--- src/rtl/display_arb_pkg.sv ---
// Shared types and constants for the display arbiter slice.
package display_arb_pkg;

    localparam int unsigned NUM_REQ     = 3;
    localparam int unsigned IDX_W       = 2;
    localparam int unsigned DIGIT_W     = 7;
    localparam int unsigned NUM_DIGITS  = 4;
    localparam int unsigned DIGIT_BUS_W = 28;

    localparam logic [DIGIT_W-1:0] BLANK_DEFAULT = 7'b1111111;

    typedef enum logic [1:0] {
        IDLE  = 2'd0,
        GRANT = 2'd1,
        GAP   = 2'd2
    } state_t;

    // Four-digit pattern as presented to displaydriver, d3 in the top bits.
    typedef struct packed {
        logic [DIGIT_W-1:0] d3;
        logic [DIGIT_W-1:0] d2;
        logic [DIGIT_W-1:0] d1;
        logic [DIGIT_W-1:0] d0;
    } digits_t;

    // Next requester index in round-robin order, wrapping after the last one.
    function automatic logic [IDX_W-1:0] rr_inc(input logic [IDX_W-1:0] idx);
        logic [IDX_W-1:0] nxt;
        if (idx >= IDX_W'(NUM_REQ - 1))
            nxt = '0;
        else
            nxt = idx + IDX_W'(1);
        return nxt;
    endfunction

    function automatic logic [NUM_REQ-1:0] idx_to_onehot(input logic [IDX_W-1:0] idx);
        return NUM_REQ'(1) << idx;
    endfunction

endpackage

--- src/rtl/display_rr_picker.sv ---
// Round-robin picker: first asserted request searching last_grant+1, +2, +3 (mod 3).
module display_rr_picker
    import display_arb_pkg::*;
(
    input  logic [NUM_REQ-1:0] req,
    input  logic [IDX_W-1:0]   last_grant,
    output logic               valid_c,
    output logic [IDX_W-1:0]   pick_c
);

    logic [IDX_W-1:0] cand_0;
    logic [IDX_W-1:0] cand_1;
    logic [IDX_W-1:0] cand_2;

    // Candidate order; an out-of-range last_grant behaves like the last index.
    always_comb begin
        cand_0 = rr_inc(last_grant);
        cand_1 = rr_inc(cand_0);
        cand_2 = rr_inc(cand_1);
    end

    always_comb begin
        valid_c = |req;
        pick_c  = '0;
        if (req[cand_0])
            pick_c = cand_0;
        else if (req[cand_1])
            pick_c = cand_1;
        else if (req[cand_2])
            pick_c = cand_2;
    end

endmodule

--- src/rtl/display_arbiter.sv ---
// Shares the seven-segment display among three requesters with round-robin,
// min/max on-screen hold and a blank gap between owners.
module display_arbiter
    import display_arb_pkg::*;
#(
    parameter int unsigned        CTR_W      = 25,
    parameter logic [CTR_W-1:0]   MIN_HOLD   = CTR_W'(12_500_000),
    parameter logic [CTR_W-1:0]   MAX_HOLD   = CTR_W'(25_000_000),
    parameter logic [CTR_W-1:0]   GAP_CYCLES = CTR_W'(4),
    parameter logic [DIGIT_W-1:0] BLANK      = BLANK_DEFAULT
) (
    input  logic                   clk,
    input  logic                   reset_,
    input  logic [NUM_REQ-1:0]     req,
    input  logic [DIGIT_BUS_W-1:0] req_digits_0,
    input  logic [DIGIT_BUS_W-1:0] req_digits_1,
    input  logic [DIGIT_BUS_W-1:0] req_digits_2,
    output logic [NUM_REQ-1:0]     grant,
    output logic [DIGIT_W-1:0]     digit_0,
    output logic [DIGIT_W-1:0]     digit_1,
    output logic [DIGIT_W-1:0]     digit_2,
    output logic [DIGIT_W-1:0]     digit_3,
    output logic                   busy
);

    localparam logic [CTR_W-1:0] MIN_LAST = MIN_HOLD - CTR_W'(1);
    localparam logic [CTR_W-1:0] MAX_LAST = MAX_HOLD - CTR_W'(1);
    localparam logic [CTR_W-1:0] GAP_LAST = GAP_CYCLES - CTR_W'(1);
    localparam digits_t          BLANK_BUS = '{d3: BLANK, d2: BLANK, d1: BLANK, d0: BLANK};

    state_t             state;
    state_t             state_n;
    logic [CTR_W-1:0]   ctr;
    logic [CTR_W-1:0]   ctr_n;
    logic [IDX_W-1:0]   last_grant;
    logic [IDX_W-1:0]   last_grant_n;
    logic [NUM_REQ-1:0] grant_n;
    digits_t            digits;
    digits_t            digits_n;
    logic               busy_n;

    logic               pick_valid;
    logic [IDX_W-1:0]   pick;
    logic               owner_req;
    logic               others_req;
    logic               release_grant;
    digits_t            owner_digits;
    digits_t            pick_digits;

    function automatic digits_t sel_digits(input logic [IDX_W-1:0] idx,
                                           input digits_t d0,
                                           input digits_t d1,
                                           input digits_t d2);
        digits_t sel;
        case (idx)
            2'd0:    sel = d0;
            2'd1:    sel = d1;
            default: sel = d2;
        endcase
        return sel;
    endfunction

    display_rr_picker u_picker (
        .req        (req),
        .last_grant (last_grant),
        .valid_c    (pick_valid),
        .pick_c     (pick)
    );

    // While in GRANT, last_grant is the current owner.
    always_comb begin
        owner_digits = sel_digits(last_grant, digits_t'(req_digits_0),
                                  digits_t'(req_digits_1), digits_t'(req_digits_2));
        pick_digits  = sel_digits(pick, digits_t'(req_digits_0),
                                  digits_t'(req_digits_1), digits_t'(req_digits_2));
        case (last_grant)
            2'd0:    owner_req = req[0];
            2'd1:    owner_req = req[1];
            default: owner_req = req[2];
        endcase
        others_req    = |(req & ~grant);
        release_grant = (!owner_req && (ctr >= MIN_LAST)) ||
                        ((ctr >= MAX_LAST) && others_req);
    end

    // State register plus the registered outputs computed alongside the next state.
    always_ff @(posedge clk or negedge reset_) begin
        if (!reset_) begin
            state      <= IDLE;
            ctr        <= '0;
            last_grant <= IDX_W'(2);
            grant      <= '0;
            digits     <= BLANK_BUS;
            busy       <= 1'b0;
        end else begin
            state      <= state_n;
            ctr        <= ctr_n;
            last_grant <= last_grant_n;
            grant      <= grant_n;
            digits     <= digits_n;
            busy       <= busy_n;
        end
    end

    always_comb begin
        state_n      = state;
        ctr_n        = ctr;
        last_grant_n = last_grant;
        grant_n      = grant;
        digits_n     = digits;

        case (state)
            IDLE: begin
                grant_n  = '0;
                digits_n = BLANK_BUS;
                ctr_n    = '0;
                if (pick_valid) begin
                    state_n      = GRANT;
                    grant_n      = idx_to_onehot(pick);
                    last_grant_n = pick;
                    digits_n     = pick_digits;
                end
            end
            GRANT: begin
                ctr_n = (ctr >= MAX_HOLD) ? ctr : ctr + CTR_W'(1);
                if (owner_req)
                    digits_n = owner_digits;
                if (release_grant) begin
                    state_n  = GAP;
                    grant_n  = '0;
                    digits_n = BLANK_BUS;
                    ctr_n    = '0;
                end
            end
            GAP: begin
                grant_n  = '0;
                digits_n = BLANK_BUS;
                if (ctr >= GAP_LAST) begin
                    state_n = IDLE;
                    ctr_n   = '0;
                end else begin
                    ctr_n = ctr + CTR_W'(1);
                end
            end
            default: begin
                state_n  = IDLE;
                grant_n  = '0;
                digits_n = BLANK_BUS;
                ctr_n    = '0;
            end
        endcase

        busy_n = (state_n != IDLE);
    end

    assign digit_0 = digits.d0;
    assign digit_1 = digits.d1;
    assign digit_2 = digits.d2;
    assign digit_3 = digits.d3;

endmodule
--- config.mk ---
export PLATFORM = sky130hd
export DESIGN_NAME = display_arbiter
export DESIGN_NICKNAME = d
export VERILOG_FILES = /design/src/rtl/display_arb_pkg.sv /design/src/rtl/display_rr_picker.sv /design/src/rtl/display_arbiter.sv
export SDC_FILE = /design/constraint.sdc
export NUM_CORES = 1
export LEC_CHECK = 0
export ABC_AREA = 1
export BUFFER_PORTS_ARGS = -buffer_cell sky130_fd_sc_hd__buf_2
export CAP_MARGIN = 40
export CORE_MARGIN = 2
export CORE_UTILIZATION = 56
export CTS_CLUSTER_DIAMETER = 30
export DETAILED_ROUTE_END_ITERATION = 6
export PLACE_DENSITY = 0.8
export SLEW_MARGIN = 10
export SYNTH_ARGS = -nofsm -noshare
export SYNTH_HDL_FRONTEND = slang
export SYNTH_HIERARCHICAL = 1
export SYNTH_SLANG_ARGS = --single-unit
--- constraint.sdc ---
create_clock -name clk -period 2.3 [get_ports clk]
set_clock_uncertainty 0.1 [all_clocks]
set_input_delay 0 -clock clk [delete_from_list [all_inputs] [get_ports clk]]
set_output_delay 0 -clock clk [all_outputs]
set_load 0.02 [all_outputs]
# == After elaboration in Yosys (flattened, before gate mapping) ==
# Index checks and enable logic that the tools add are counted.
# totals
reg_bits,61
output_inout_bits,32
# classes
bitwise,2
magnitude_cmp,10
reduce_logical,11
add_sub_neg,4
n_shift,1
muxes,30
eq_ne,7
# ops
operator,n
one-hot mux 28 bit (2 select lines),3
two-way mux 28 bit,3
two-way mux 25 bit,3
"greater-or-equal comparator 25 bit, second input constant",2
one-hot mux 25 bit (2 select lines),1
"adder 25 x 1 -> 25 bit, second input constant",1
"greater-or-equal comparator 25 x 2 -> 1 bit, second input constant",1
"greater-or-equal comparator 25 x 24 -> 1 bit, second input constant",1
two-way mux 2 bit,9
"less-than comparator 2 x 3 -> 1 bit, second input constant",3
"adder 2 x 1 -> 2 bit, second input constant",3
binary-select mux 1 bit (select 2 bit),3
"equality test 2 x 1 -> 1 bit, second input constant",3
"greater-or-equal comparator 2 bit, second input constant",3
zero test 2 bit,3
two-way mux 3 bit,2
"!= test 3 bit, second input constant",2
one-hot mux 2 bit (3 select lines),1
one-hot mux 3 bit (2 select lines),1
OR reduction 3 bit,2
bitwise AND 3 bit,1
two-way mux 1 bit,3
NOT 3 bit,1
"<< shifter 1 x 2 -> 3 bit, first input constant",1
other kinds (8),9

# == Longest topological paths before layout ==
# depth
word_depth,15
ltp_mapped,16
ltp_nobuf,15

# == Modules after synthesis ==
# The synthesis kept the hierarchy.
# by_module_without_submodules
module,seq_area_each_um2,area_each_um2,cells_each,n_inst
display_arbiter,1562.7,5530.3,892,1
display_rr_picker,0.0,76.3,19,1

# == Worst setup path after synthesis ==
# Ideal clock, no wire load.
# synth_path
kind,register to register
from,register ctr[0]
to,"register digits, in the netlist digit_1[0]"
t_arrival_ps,1904
t_required_ps,2140
path_stages_with_launch,16
setup_slack_ps,236
period_less_slack_ps,2064
setup_time_ps,60
cell_sequence,dfrtp_1 ha_1 nand2_2 nor2_4 nand3_1 nor2_1 nand2_1 nand3_1 nand2_2 nand3_4 inv_4 nand2_4 buf_6 buf_6 nand2_1 nand2_1
# synth_between
elab_chain_len,5
word_cells_on_any_way,8
classes_between,order compare: 2; eq/ne: 1; mux: 2; reduce/logical: 3
# synth_lines
element,line_no,text
"start, declared",display_arbiter.sv:33,logic [CTR_W-1:0] ctr;
"start signal, assigned",display_arbiter.sv:97,ctr <= ctr_n;
greater-or-equal comparator 25 x 24 -> 1 bit or greater-or-equal comparator 25 bit (tied branches),"display_arbiter.sv:82, display_arbiter.sv:83",
"logical AND 1 bit, on equally long branches","display_arbiter.sv:82, display_arbiter.sv:83",
logical OR 1 bit (*),display_arbiter.sv:82,release_grant = (!owner_req && (ctr >= MIN_LAST)) ||
two-way mux 28 bit,display_arbiter.sv:128,if (release_grant) begin
one-hot mux 28 bit (2 select lines),display_arbiter.sv:112,case (state)
"end signal, assigned",display_arbiter.sv:100,digits <= digits_n;
"end, declared",display_arbiter.sv:38,digits_t digits;
# Every way passes the cells marked *; elsewhere a longest branch is shown, timed or not.
# A chain may end at the register's enable or synchronous reset.

# == Worst setup path in the final report ==
# layout_path
from,register ctr[1]
to,"register digits, in the netlist digit_1[2]"
# Same word-level chain as after synthesis.

==> reports/metrics.cfg <==
[synth]
synthFlopType = dfrtp_1
yosys_warnings = 6
synth_area_sq_mm = 0.00561
synth_cell_types = 36
synth_edf_count = 0
ys_seq_area_share_pct = 27.9
synth_cells = 911
synthArstFlopShare_pct = 100
syn_nets = 1006
ys_seq_elements = 61
syn_area_per_cell_sq_um = 6.15

[critical_path]
worst-path-max-fanout = 12
r2r_start = ctr[1]
r2r_slack_ps = 150
critPathKind = reg -> reg
critPathBufInv = 2
cp.depth = 14
cp.arrival_ps = 2350
cp-start-kind = register
end_kind = register
slowest_delay_ps = 410
cp_common_cell = nand2_1
critPathTopFamily = simple AND/OR/NAND/NOR gates
r2r_end = digit_1[2]
required_ps = 2510
rr_worst_depth = 14
crit_chain = ha_2 > nand2_2 > nor2_4 > nand3_1 > nor2_1 > nand2_1 > nand3_1 > nand2_4 > nand3_4 > inv_4 > nand2_8 > buf_12 > nand2_1 > nand2_1
critical-path-slowest-cell = dfrtp_1

[power]
ir_drop_mv = 1.48
powerDensity_mw_per_mm2 = 1120
switching_share_pct = 48.0
combPwrFrac_pct = 62.3
pwr-share-clk_pct = 14.1
seqPwrFrac_pct = 23.6
switchingPower_uw = 3740
p_int_uw = 4050
p_leak_uw = 0.00357

[grt]
grt_max_degree = 41
antenna_found_initial = 0
grt_pass1_wl_mm = 29.8
track_usage_pct = 33.7
grt_overflow_total = 0
first_global_vias = 6039

[hold_path]
holdPathEnd = digit_0[0]
hold_start = req_digits_2[0]
hp-class = in -> reg
hold-path-cell-count = 7

[drt]
highest_layer = met4
drcViolationCount = 0
wl_met3_mm = 1.77
final_antenna_net_count = 0
drt-initial-drc-count = 629
drt_wl_total_mm = 18.2
dr.pass1.iters = 5
wl_met2_mm = 7.92
routed-via-count = 6744
avgViaCountPerCell = 5.73
wl_per_cell_microns = 15.5
drt-met1-wl_mm = 7.95

[timing]
fmax_ghz = 0.466
finalSetupViolCount = 0
worst_pin_slew_ps = 693
worst_slack_ps = 153
fin_crit_sh_pct = 93.3
slew-limit-headroom_pct = 53.8
finalHoldViolations = 0
whs_ps = 18.7
slew_violations = 0
finalCriticalPeriod_ps = 2150

[cells_and_area]
post-route-util_pct = 71.4
fill_cells = 875
final_area_sq_mm = 0.00694
drive_above_1_share_pct = 23.9
final_net_count = 1134
antenna_cells = 0
multi_input_area_sq_mm = 0.00339
seq_area_sq_mm = 0.00157
final_cells = 1177
syn_to_final_growth_pct = 23.8

[placement]
placed_cells = 1146
dp_hpwl_mm = 12.8
preCtsSetupSlack_ps = 84.3
place_area_sq_mm = 0.00649
portBuffers = 120
globalplace.congestion = 0.998

[floorplanning]
die_area_sq_mm = 0.0108
ioPinCount = 121
die_h_microns = 104
initial_utilization_pct = 57.6
die_w_microns = 104
num_rows = 36
coreArea_sq_mm = 0.00973

[clock_network]
cts_tree = done
htreeDepth = 3
clkSinkCount = 61
cts.path.max_buffers = 2
root_buffer = clkbuf_8
worstSkewPairLatency_ps = 370
clk_pin_slew_worst_paths_ps = 70
numCtsBuffers = 9

[status]
outcome = finished clean

[flow_run]
cap_violations = 0

flip-flops by register name (all words and copies together) (netlist names):
signal,count
last_grant,2
digit_3,7
state,2
grant,3
busy,1
digit_2,7
digit_0,7
ctr,25
digit_1,7
repair_timing:
item,in CTS,in global routing
hold buffers,11,0
setup endpoints to repair,0,48
hold endpoints to repair,37,0
resized for setup,0,17
buffers inserted,0,3
stage by stage:
step           TNS [ps]  power [uW]
2_1_floorplan         0        5010
3_3_place_gp          0        6330
3_5_place_dp          0        6380
4_1_cts               0        7520
5_1_grt           -39.9        8340
6_report              0        7790
area by class of cell:
cell class	count	share of cell area [%]
clock buffer	14	2.78
tap	133	2.40
inverter	115	6.36
clock inverter	2	0.541
sequential	61	22.6
timing repair buffer	171	16.5
multi-input combinational	681	48.9
power groups by stage:
stage | logic, uW | clock network, uW | registers, uW
CTS | 4560 | 1120 | 1840
detailed placement | 4530 | 0 | 1850
floorplan | 2800 | 0 | 2220
finish | 4850 | 1100 | 1840
global placement | 4470 | 0 | 1860
global route | 5300 | 1170 | 1880
cell families (layout without fill, tap and decap cells):
logic type | after synthesis | in the layout | share of synthesized area [%]
and+or+nand+nor | 485 | 485 | 37.7
AOI/OAI and AO/OA | 172 | 172 | 17.9
buffers and inverters | 169 | 302 | 12.3
DFF | 61 | 61 | 27.9
xor gates and xnor gates | 18 | 18 | 2.81
adders and majority gates | 6 | 6 | 1.34
metal layers:
metal  vias up  GRT usage (%)
li1       3241              -
met1      3029           48.1
met2       412           50.2
met3        62           7.52
met4         0           12.3
met5         -              0
synthesized netlist by cell type (2+ instances only):
cell type / number / area, sq um
nand2_4: 3 / 33.8
buf_1: 2 / 7.51
inv_4: 2 / 12.5
nand4_1: 15 / 93.8
nor3_1: 34 / 170
o21a_1: 9 / 67.6
nand2_1: 268 / 1010
ha_1: 6 / 75.1
dfstp_2: 29 / 762
nor2_1: 72 / 270
o21ai_0: 41 / 205
inv_1: 99 / 372
nand2_2: 7 / 43.8
nor2_2: 4 / 25.0
inv_2: 12 / 45.0
o22ai_1: 26 / 163
clkinv_1: 2 / 7.51
nand3_2: 2 / 20.0
xor2_1: 17 / 149
dfrtp_1: 32 / 801
buf_6: 3 / 33.8
nand3_1: 73 / 365
buf_2: 21 / 105
a21oi_1: 72 / 360
o221ai_1: 21 / 184
clkbuf_1: 27 / 101
nor2_4: 3 / 33.8
worst max path at each step:
stage,startpoint,to,slack [ps]
after global routing,ctr[1],ctr[14],-20
after global placement,ctr[14],digit_3[5],130
final,ctr[1],digit_1[2],150
after detailed placement,ctr[15],digit_1[6],80
after CTS,ctr[14],digit_1[6],50
after floorplan,ctr[0],digit_1[0],240
cell usage in the layout (no fill, tap or decap), types with 2 or more instances in the layout:
cell             n
a21oi_1         71
a21oi_2          2
buf_12           9
buf_2          120
buf_4           29
clkbuf_8        14
clkinv_1         2
dfrtp_1         29
dfrtp_2          3
dfstp_2         29
dlygate4sd3_1   11
ha_1             4
ha_2             2
inv_1           99
inv_2           12
nand2_1        267
nand2_2          6
nand2_4          3
nand2_8          2
nand3_1         73
nand3_2          2
nand4_1         15
nor2_1          71
nor2_2           5
nor2_4           3
nor3_1          34
o21a_1           9
o21ai_0         41
o221ai_1        21
o22ai_1         26
xor2_1          17
worst register-to-register path: stages, from the launching register on:
cell	delay, ps
dfrtp_1	410
ha_2	210
nand2_2	70
nor2_4	180
nand3_1	90
nor2_1	120
nand2_1	70
nand3_1	130
nand2_4	120
nand3_4	120
inv_4	60
nand2_8	110
buf_12	150
nand2_1	70
nand2_1	70
No activity file was read; power rests on OpenSTA's default activity.
